## config.mk

```make
export PLATFORM = sky130hd
export DESIGN_NAME = fwd_hazard_ctrl
export DESIGN_NICKNAME = d
export VERILOG_FILES = /design/src/rtl/fwd_hazard_ctrl_pkg.sv /design/src/rtl/fwd_hazard_ctrl_src_mux.sv /design/src/rtl/fwd_hazard_ctrl.sv
export SDC_FILE = /design/constraint.sdc
export NUM_CORES = 1
export LEC_CHECK = 0
export ABC_AREA = 1
export CAP_MARGIN = 20
export CORE_AREA = 4 4 120 122
export CTS_CLUSTER_SIZE = 25
export DETAILED_ROUTE_END_ITERATION = 7
export DIE_AREA = 0 0 124 126
export PLACE_DENSITY = 0.93
export SLEW_MARGIN = 25
export SYNTH_ARGS = -nofsm -noshare
export SYNTH_HDL_FRONTEND = slang
export SYNTH_SLANG_ARGS = --single-unit
```

## constraint.sdc

```tcl
create_clock -name clk -period 5.2 [get_ports clk]
set_input_delay 1.04 -clock clk [delete_from_list [all_inputs] [get_ports clk]]
set_output_delay 1.04 -clock clk [all_outputs]
set_load 0.05 [all_outputs]
```

## src/rtl/fwd_hazard_ctrl_pkg.sv

```systemverilog
// Shared encodings for the forwarding/hazard controller: operand source selects
// and controller state codes.
package fwd_hazard_ctrl_pkg;

  localparam logic [1:0] FWD_RF  = 2'd0;
  localparam logic [1:0] FWD_EXE = 2'd1;
  localparam logic [1:0] FWD_MEM = 2'd2;
  localparam logic [1:0] FWD_WB  = 2'd3;

  localparam logic [1:0] ST_IDLE     = 2'd0;
  localparam logic [1:0] ST_LU_STALL = 2'd1;
  localparam logic [1:0] ST_MEM_WAIT = 2'd2;

  // Load-use countdown width; LOAD_LAT is bounded to 1..15.
  localparam int CNT_W = 4;

endpackage

```

## src/rtl/fwd_hazard_ctrl_src_mux.sv

```systemverilog
// Priority forwarding mux for one operand: EXE > MEM > WB > register file.
// Register 0 never matches, so it always reads from the register file.
module fwd_src_mux
  import fwd_hazard_ctrl_pkg::*;
#(
  parameter int DATA_W = 32,
  parameter int REG_AW = 5,
  parameter int WB_FWD = 1
) (
  input  logic [REG_AW-1:0] src,
  input  logic              en,
  input  logic [DATA_W-1:0] rf_data,
  input  logic              exe_ok,
  input  logic [REG_AW-1:0] exe_dest,
  input  logic [DATA_W-1:0] exe_result,
  input  logic              mem_ok,
  input  logic [REG_AW-1:0] mem_dest,
  input  logic [DATA_W-1:0] mem_result,
  input  logic              wb_ok,
  input  logic [REG_AW-1:0] wb_dest,
  input  logic [DATA_W-1:0] wb_result,
  output logic [DATA_W-1:0] data,
  output logic [1:0]        sel
);

  function automatic logic hit(input logic ok, input logic [REG_AW-1:0] dest,
                               input logic [REG_AW-1:0] s);
    return ok && (dest == s) && (|dest);
  endfunction

  always_comb begin
    sel  = FWD_RF;
    data = rf_data;
    if (en) begin
      if (hit(exe_ok, exe_dest, src)) begin
        sel  = FWD_EXE;
        data = exe_result;
      end else if (hit(mem_ok, mem_dest, src)) begin
        sel  = FWD_MEM;
        data = mem_result;
      end else if ((WB_FWD != 0) && hit(wb_ok, wb_dest, src)) begin
        sel  = FWD_WB;
        data = wb_result;
      end
    end
  end

endmodule

```

## src/rtl/fwd_hazard_ctrl.sv

```systemverilog
// Operand forwarding, load-use stall/bubble generation, memory-wait freeze and
// a saturating count of lost cycles for the 5-stage pipeline.
module fwd_hazard_ctrl
  import fwd_hazard_ctrl_pkg::*;
#(
  parameter int DATA_W   = 32,
  parameter int REG_AW   = 5,
  parameter int LOAD_LAT = 1,
  parameter int WB_FWD   = 1,
  parameter int STAT_W   = 16
) (
  input  logic              clk,
  input  logic              rst,
  input  logic [REG_AW-1:0] id_src1,
  input  logic [REG_AW-1:0] id_src2,
  input  logic              id_use2,
  input  logic              id_st_en,
  input  logic [DATA_W-1:0] rf_data1,
  input  logic [DATA_W-1:0] rf_data2,
  input  logic [REG_AW-1:0] exe_dest,
  input  logic              exe_wb_en,
  input  logic              exe_mem_r_en,
  input  logic [DATA_W-1:0] exe_result,
  input  logic [REG_AW-1:0] mem_dest,
  input  logic              mem_wb_en,
  input  logic              mem_mem_r_en,
  input  logic [DATA_W-1:0] mem_result,
  input  logic              mem_ready,
  input  logic [REG_AW-1:0] wb_dest,
  input  logic              wb_wb_en,
  input  logic [DATA_W-1:0] wb_result,
  output logic [DATA_W-1:0] src1_out,
  output logic [DATA_W-1:0] src2_out,
  output logic [DATA_W-1:0] st_data_out,
  output logic [1:0]        fwd_sel1,
  output logic [1:0]        fwd_sel2,
  output logic              stall,
  output logic              bubble,
  output logic              freeze,
  output logic [STAT_W-1:0] stall_cnt
);

  logic [1:0]       state, state_n, saved, saved_n;
  logic [CNT_W-1:0] cnt, cnt_n;
  logic             boot;
  logic             exe_ok, mem_ok, hold, lu, exe_hit1, exe_hit2;

  function automatic logic [STAT_W-1:0] sat_inc(input logic [STAT_W-1:0] v);
    return (&v) ? v : v + 1'b1;
  endfunction

  // A load still in EXE has no data yet; a load in MEM only once the SRAM answers.
  assign exe_ok = exe_wb_en & ~exe_mem_r_en;
  assign mem_ok = mem_wb_en & ~(mem_mem_r_en & ~mem_ready);

  fwd_src_mux #(.DATA_W(DATA_W), .REG_AW(REG_AW), .WB_FWD(WB_FWD)) u_mux1 (
    .src(id_src1), .en(1'b1), .rf_data(rf_data1),
    .exe_ok(exe_ok), .exe_dest(exe_dest), .exe_result(exe_result),
    .mem_ok(mem_ok), .mem_dest(mem_dest), .mem_result(mem_result),
    .wb_ok(wb_wb_en), .wb_dest(wb_dest), .wb_result(wb_result),
    .data(src1_out), .sel(fwd_sel1)
  );

  fwd_src_mux #(.DATA_W(DATA_W), .REG_AW(REG_AW), .WB_FWD(WB_FWD)) u_mux2 (
    .src(id_src2), .en(id_use2), .rf_data(rf_data2),
    .exe_ok(exe_ok), .exe_dest(exe_dest), .exe_result(exe_result),
    .mem_ok(mem_ok), .mem_dest(mem_dest), .mem_result(mem_result),
    .wb_ok(wb_wb_en), .wb_dest(wb_dest), .wb_result(wb_result),
    .data(src2_out), .sel(fwd_sel2)
  );

  fwd_src_mux #(.DATA_W(DATA_W), .REG_AW(REG_AW), .WB_FWD(WB_FWD)) u_mux_st (
    .src(id_src2), .en(id_st_en), .rf_data(rf_data2),
    .exe_ok(exe_ok), .exe_dest(exe_dest), .exe_result(exe_result),
    .mem_ok(mem_ok), .mem_dest(mem_dest), .mem_result(mem_result),
    .wb_ok(wb_wb_en), .wb_dest(wb_dest), .wb_result(wb_result),
    .data(st_data_out), .sel()
  );

  assign exe_hit1 = exe_wb_en && (exe_dest == id_src1) && (|exe_dest);
  assign exe_hit2 = exe_wb_en && (exe_dest == id_src2) && (|exe_dest);
  assign lu       = exe_mem_r_en & (exe_hit1 | ((id_use2 | id_st_en) & exe_hit2));
  assign hold     = mem_mem_r_en & ~mem_ready;

  // Outputs stay low during reset and the cycle after it (boot).
  always_comb begin
    state_n = state;
    saved_n = saved;
    cnt_n   = cnt;
    stall   = 1'b0;
    bubble  = 1'b0;
    freeze  = 1'b0;
    if (!(rst || boot)) begin
      case (state)
        ST_IDLE: begin
          if (hold) begin
            freeze  = 1'b1;
            saved_n = ST_IDLE;
            state_n = ST_MEM_WAIT;
          end else if (lu) begin
            stall  = 1'b1;
            bubble = 1'b1;
            if (LOAD_LAT > 1) begin
              cnt_n   = CNT_W'(LOAD_LAT - 1);
              state_n = ST_LU_STALL;
            end
          end
        end
        ST_LU_STALL: begin
          if (hold) begin
            freeze  = 1'b1;
            saved_n = ST_LU_STALL;
            state_n = ST_MEM_WAIT;
          end else begin
            stall  = 1'b1;
            bubble = 1'b1;
            cnt_n  = cnt - 1'b1;
            if (cnt == CNT_W'(1)) state_n = ST_IDLE;
          end
        end
        ST_MEM_WAIT: begin
          if (mem_ready) state_n = saved;
          else           freeze  = 1'b1;
        end
        default: state_n = ST_IDLE;
      endcase
    end
  end

  always_ff @(posedge clk) begin
    if (rst) begin
      state     <= ST_IDLE;
      saved     <= ST_IDLE;
      cnt       <= '0;
      boot      <= 1'b1;
      stall_cnt <= '0;
    end else begin
      state <= state_n;
      saved <= saved_n;
      cnt   <= cnt_n;
      boot  <= 1'b0;
      if (stall | freeze) stall_cnt <= sat_inc(stall_cnt);
    end
  end

endmodule

```

==> results_dict.tcl <==
set metrics [dict create \
    ant_nets 0 \
    synth_fp_nets 1224 \
    rr_worst_depth 8 \
    period_needed_ns 4.555 \
    rr_endpoint "stall_cnt[0]" \
    place_area_mm2 0.009303 \
    slew_headroom 0.5417 \
    tns_ns 0 \
    power.density_mw_per_mm2 145.2 \
    rsz0062_at_grt "no" \
    firstDrtPassIters 6 \
    yosys_warnings 0 \
    ioPinCount 314 \
    crit_type "in2out" \
    seq_power_share 0.138 \
    clockBufferDepth 2 \
    setup_viol 0 \
    post_drt_wl_per_cell_um 19.48 \
    ctsResizeCount 0 \
    hold_slack_ns 0.5011 \
    synth_cell_types 33 \
    cts_tree "done" \
    worstPathMaxFanout 41 \
    p_leak_nw 4.530 \
    status "finished, final reports clean" \
    antenna_found_initial 7 \
    drive_above_1_share 0.1246 \
    r2r_slack_ns 2.84 \
    synthCells 1026 \
    synth-edff-count 0 \
    fp.dieW_um 124 \
    finalClockSkew_ns 0.001148 \
    io_buffers 313 \
    cp-start-kind "primary input" \
    seq_area_frac_synth 0.09327 \
    fin_area_mm2 0.009397 \
    utilization 0.7124 \
    cts_hold_buf 0 \
    core_area_mm2 0.01319 \
    arrival_ns 3.51 \
    cts.sinks 24 \
    vdd_drop_max_uv 155.5 \
    syn-mean-instance-area_um2 5.021 \
    routed_via_density 5.692 \
    worstSkewPairLatency_ns 0.26 \
    gp_congestion 0.9946 \
    hold_viol_final 0 \
    clkTransAtPathRegs_ns 0.06 \
    initial_core_util 0.3905 \
    cp-startpoint "mem_dest[4]" \
    critPathCaptureType "primary output" \
    htree_levels 1 \
    setup_ws_ns 0.6453 \
    synthArstFlopShare 0 \
    period_share 0.8759 \
    dieArea_mm2 0.01562 \
    worst_slew_pin_slew_ns 0.6875 \
    p_comb_frac 0.727 \
    placementRows 42 \
    ys_ff_latch 24 \
    drc 0 \
    cts_setup_buffers 0 \
    fp.dieH_um 126 \
    report.final.slew_viol_count 0 \
    grt_usage 0.3460 \
    grt_first_pass_wirelength_um 43110 \
    clkPwrFrac 0.135 \
    rr_startpoint "stall_cnt[0]" \
    p_sw_w 0.0006064 \
    grt_max_degree 67 \
    wirelength_um 28640 \
    drv_cap 0 \
    fin_nets 1491 \
    grt_remaining_overflow 0 \
    dp_slack_ns 0.7376 \
    switching_share 0.4444 \
    critical_path.endpoint "st_data_out[20]" \
    fmax_mhz 219.6 \
    areaGrowthSynthToFinish_pct 82.41 \
    synth_ff_type "dfxtp_1" \
    netlist_area_mm2 0.005151 \
    drt_iter0_markers 1051 \
    cp.required_ns 4.16 \
    grt_pass1_vias 7978 \
    cts_inserted_buffers 3 \
    root_buffer "clkbuf_16" \
    intPower_w 0.0007582 \
    vias 8367 \
    hpwl_um 21270 \
    worst_hold_path_type "reg2reg" \
]
## sequential cells by signal, indices dropped and copies added (netlist names)
name,count
boot,1
saved,1
state,2
cnt,4
stall_cnt,16
## layout by cell type (no fill, tap or decap), drive strengths merged
cell type,instances
dfxtp,24
nor3,9
o21ai,9
buf,119
clkdlybuf4s50,211
nand3b,33
nor4,4
nand4,8
a21oi,24
diode,2
o211ai,1
a211oi,2
xor2,15
nand2,343
nand3,256
inv,58
or2,32
xnor2,6
clkbuf,4
a31oi,3
ha,3
o22ai,2
nor2,125
nor3b,1
## worst min-delay path by stage
| stage | from | endpoint | slack [ns] | depth (start not counted) |
|---|---|---|---|---|
| global route | stall_cnt[4] | stall_cnt[4] | 0.54 | 2 |
| detailed placement | cnt[0] | cnt[0] | 0.49 | 2 |
| CTS | cnt[0] | cnt[0] | 0.50 | 2 |
| finish | cnt[0] | cnt[0] | 0.50 | 2 |
| floorplan | cnt[0] | cnt[0] | 0.46 | 2 |
| global placement | cnt[0] | cnt[0] | 0.47 | 2 |
## critical path, stage by stage
cell and delay, ns:
clkdlybuf4s50_1 0.46, inv_1 0.10, nand3_1 0.09, nor3_1 0.39, nor2_4 0.17, nand2_2 0.12
buf_4 0.38, nand3_1 0.15, nand3b_1 0.15, nand3_1 0.08, nand2_1 0.20, buf_12 0.17
## kinds of logic (layout without fill, tap and decap cells)
logic type               count (synthesis)  count (layout)  share of synthesized area
AND/OR/NAND/NOR                        811             811                     0.7107
buffers and inverters                  126             392                     0.1105
AO/OA/AOI/OAI                           41              41                    0.04251
flip-flops                              24              24                    0.09327
XOR/XNOR                                21              21                    0.03571
adder cells (fa/ha/maj)                  3               3                   0.007288
other                                    0               2                          0
## metrics by stage
step / total power, W / instances
4_1_cts: 0.001356 / 1468
2_1_floorplan: 0.0006293 / 1026
3_5_place_dp: 0.001173 / 1464
6_report: 0.001365 / 1470
5_1_grt: 0.001417 / 1470
3_3_place_gp: 0.001163 / 1464
## cell type report
class | instances | area [um^2]
Sequential cell | 24 | 480.5
Multi-Input combinational cell | 876 | 4128
Timing Repair Buffer | 330 | 4257
Inverter | 58 | 217.7
Fill cell | 1051 | 3794
Antenna cell | 2 | 5.005
Tap cell | 176 | 220.2
Clock buffer | 4 | 88.84
## power by group through the flow
stage | combinational (W) | sequential [W] | clock, W
2_1_floorplan | 0.000434 | 0.000196 | 0
3_3_place_gp | 0.000970 | 0.000193 | 0
3_5_place_dp | 0.000980 | 0.000193 | 0
4_1_cts | 0.000983 | 0.000189 | 0.000184
5_1_grt | 0.00104 | 0.000189 | 0.000190
6_report | 0.000992 | 0.000189 | 0.000184
## metal layers
layer | wire, um | global-route usage
met1 | 9538 | 0.3910
met2 | 12930 | 0.5472
met3 | 4131 | 0.1359
met4 | 1991 | 0.2017
met5 | 51 | 0
## cell usage after synthesis, types with 3 or more instances
master	instances	area (um^2)
nand2_1	341	1280
nand3_1	255	1276
nor2_1	124	465.5
inv_1	50	187.7
nand3b_1	33	247.7
clkbuf_1	32	120.1
a21oi_1	24	120.1
dfxtp_1	24	480.5
buf_2	23	115.1
or2_2	18	112.6
xor2_1	15	131.4
or2_1	14	87.58
o21ai_0	9	45.04
buf_6	8	90.09
inv_2	8	30.03
nand4_1	7	43.79
nor3_1	7	35.03
xnor2_1	6	52.55
a31oi_1	3	18.77
buf_1	3	11.26
ha_1	3	37.54
nor4_1	3	18.77
Note: power is estimated with default switching activity, not from simulation.
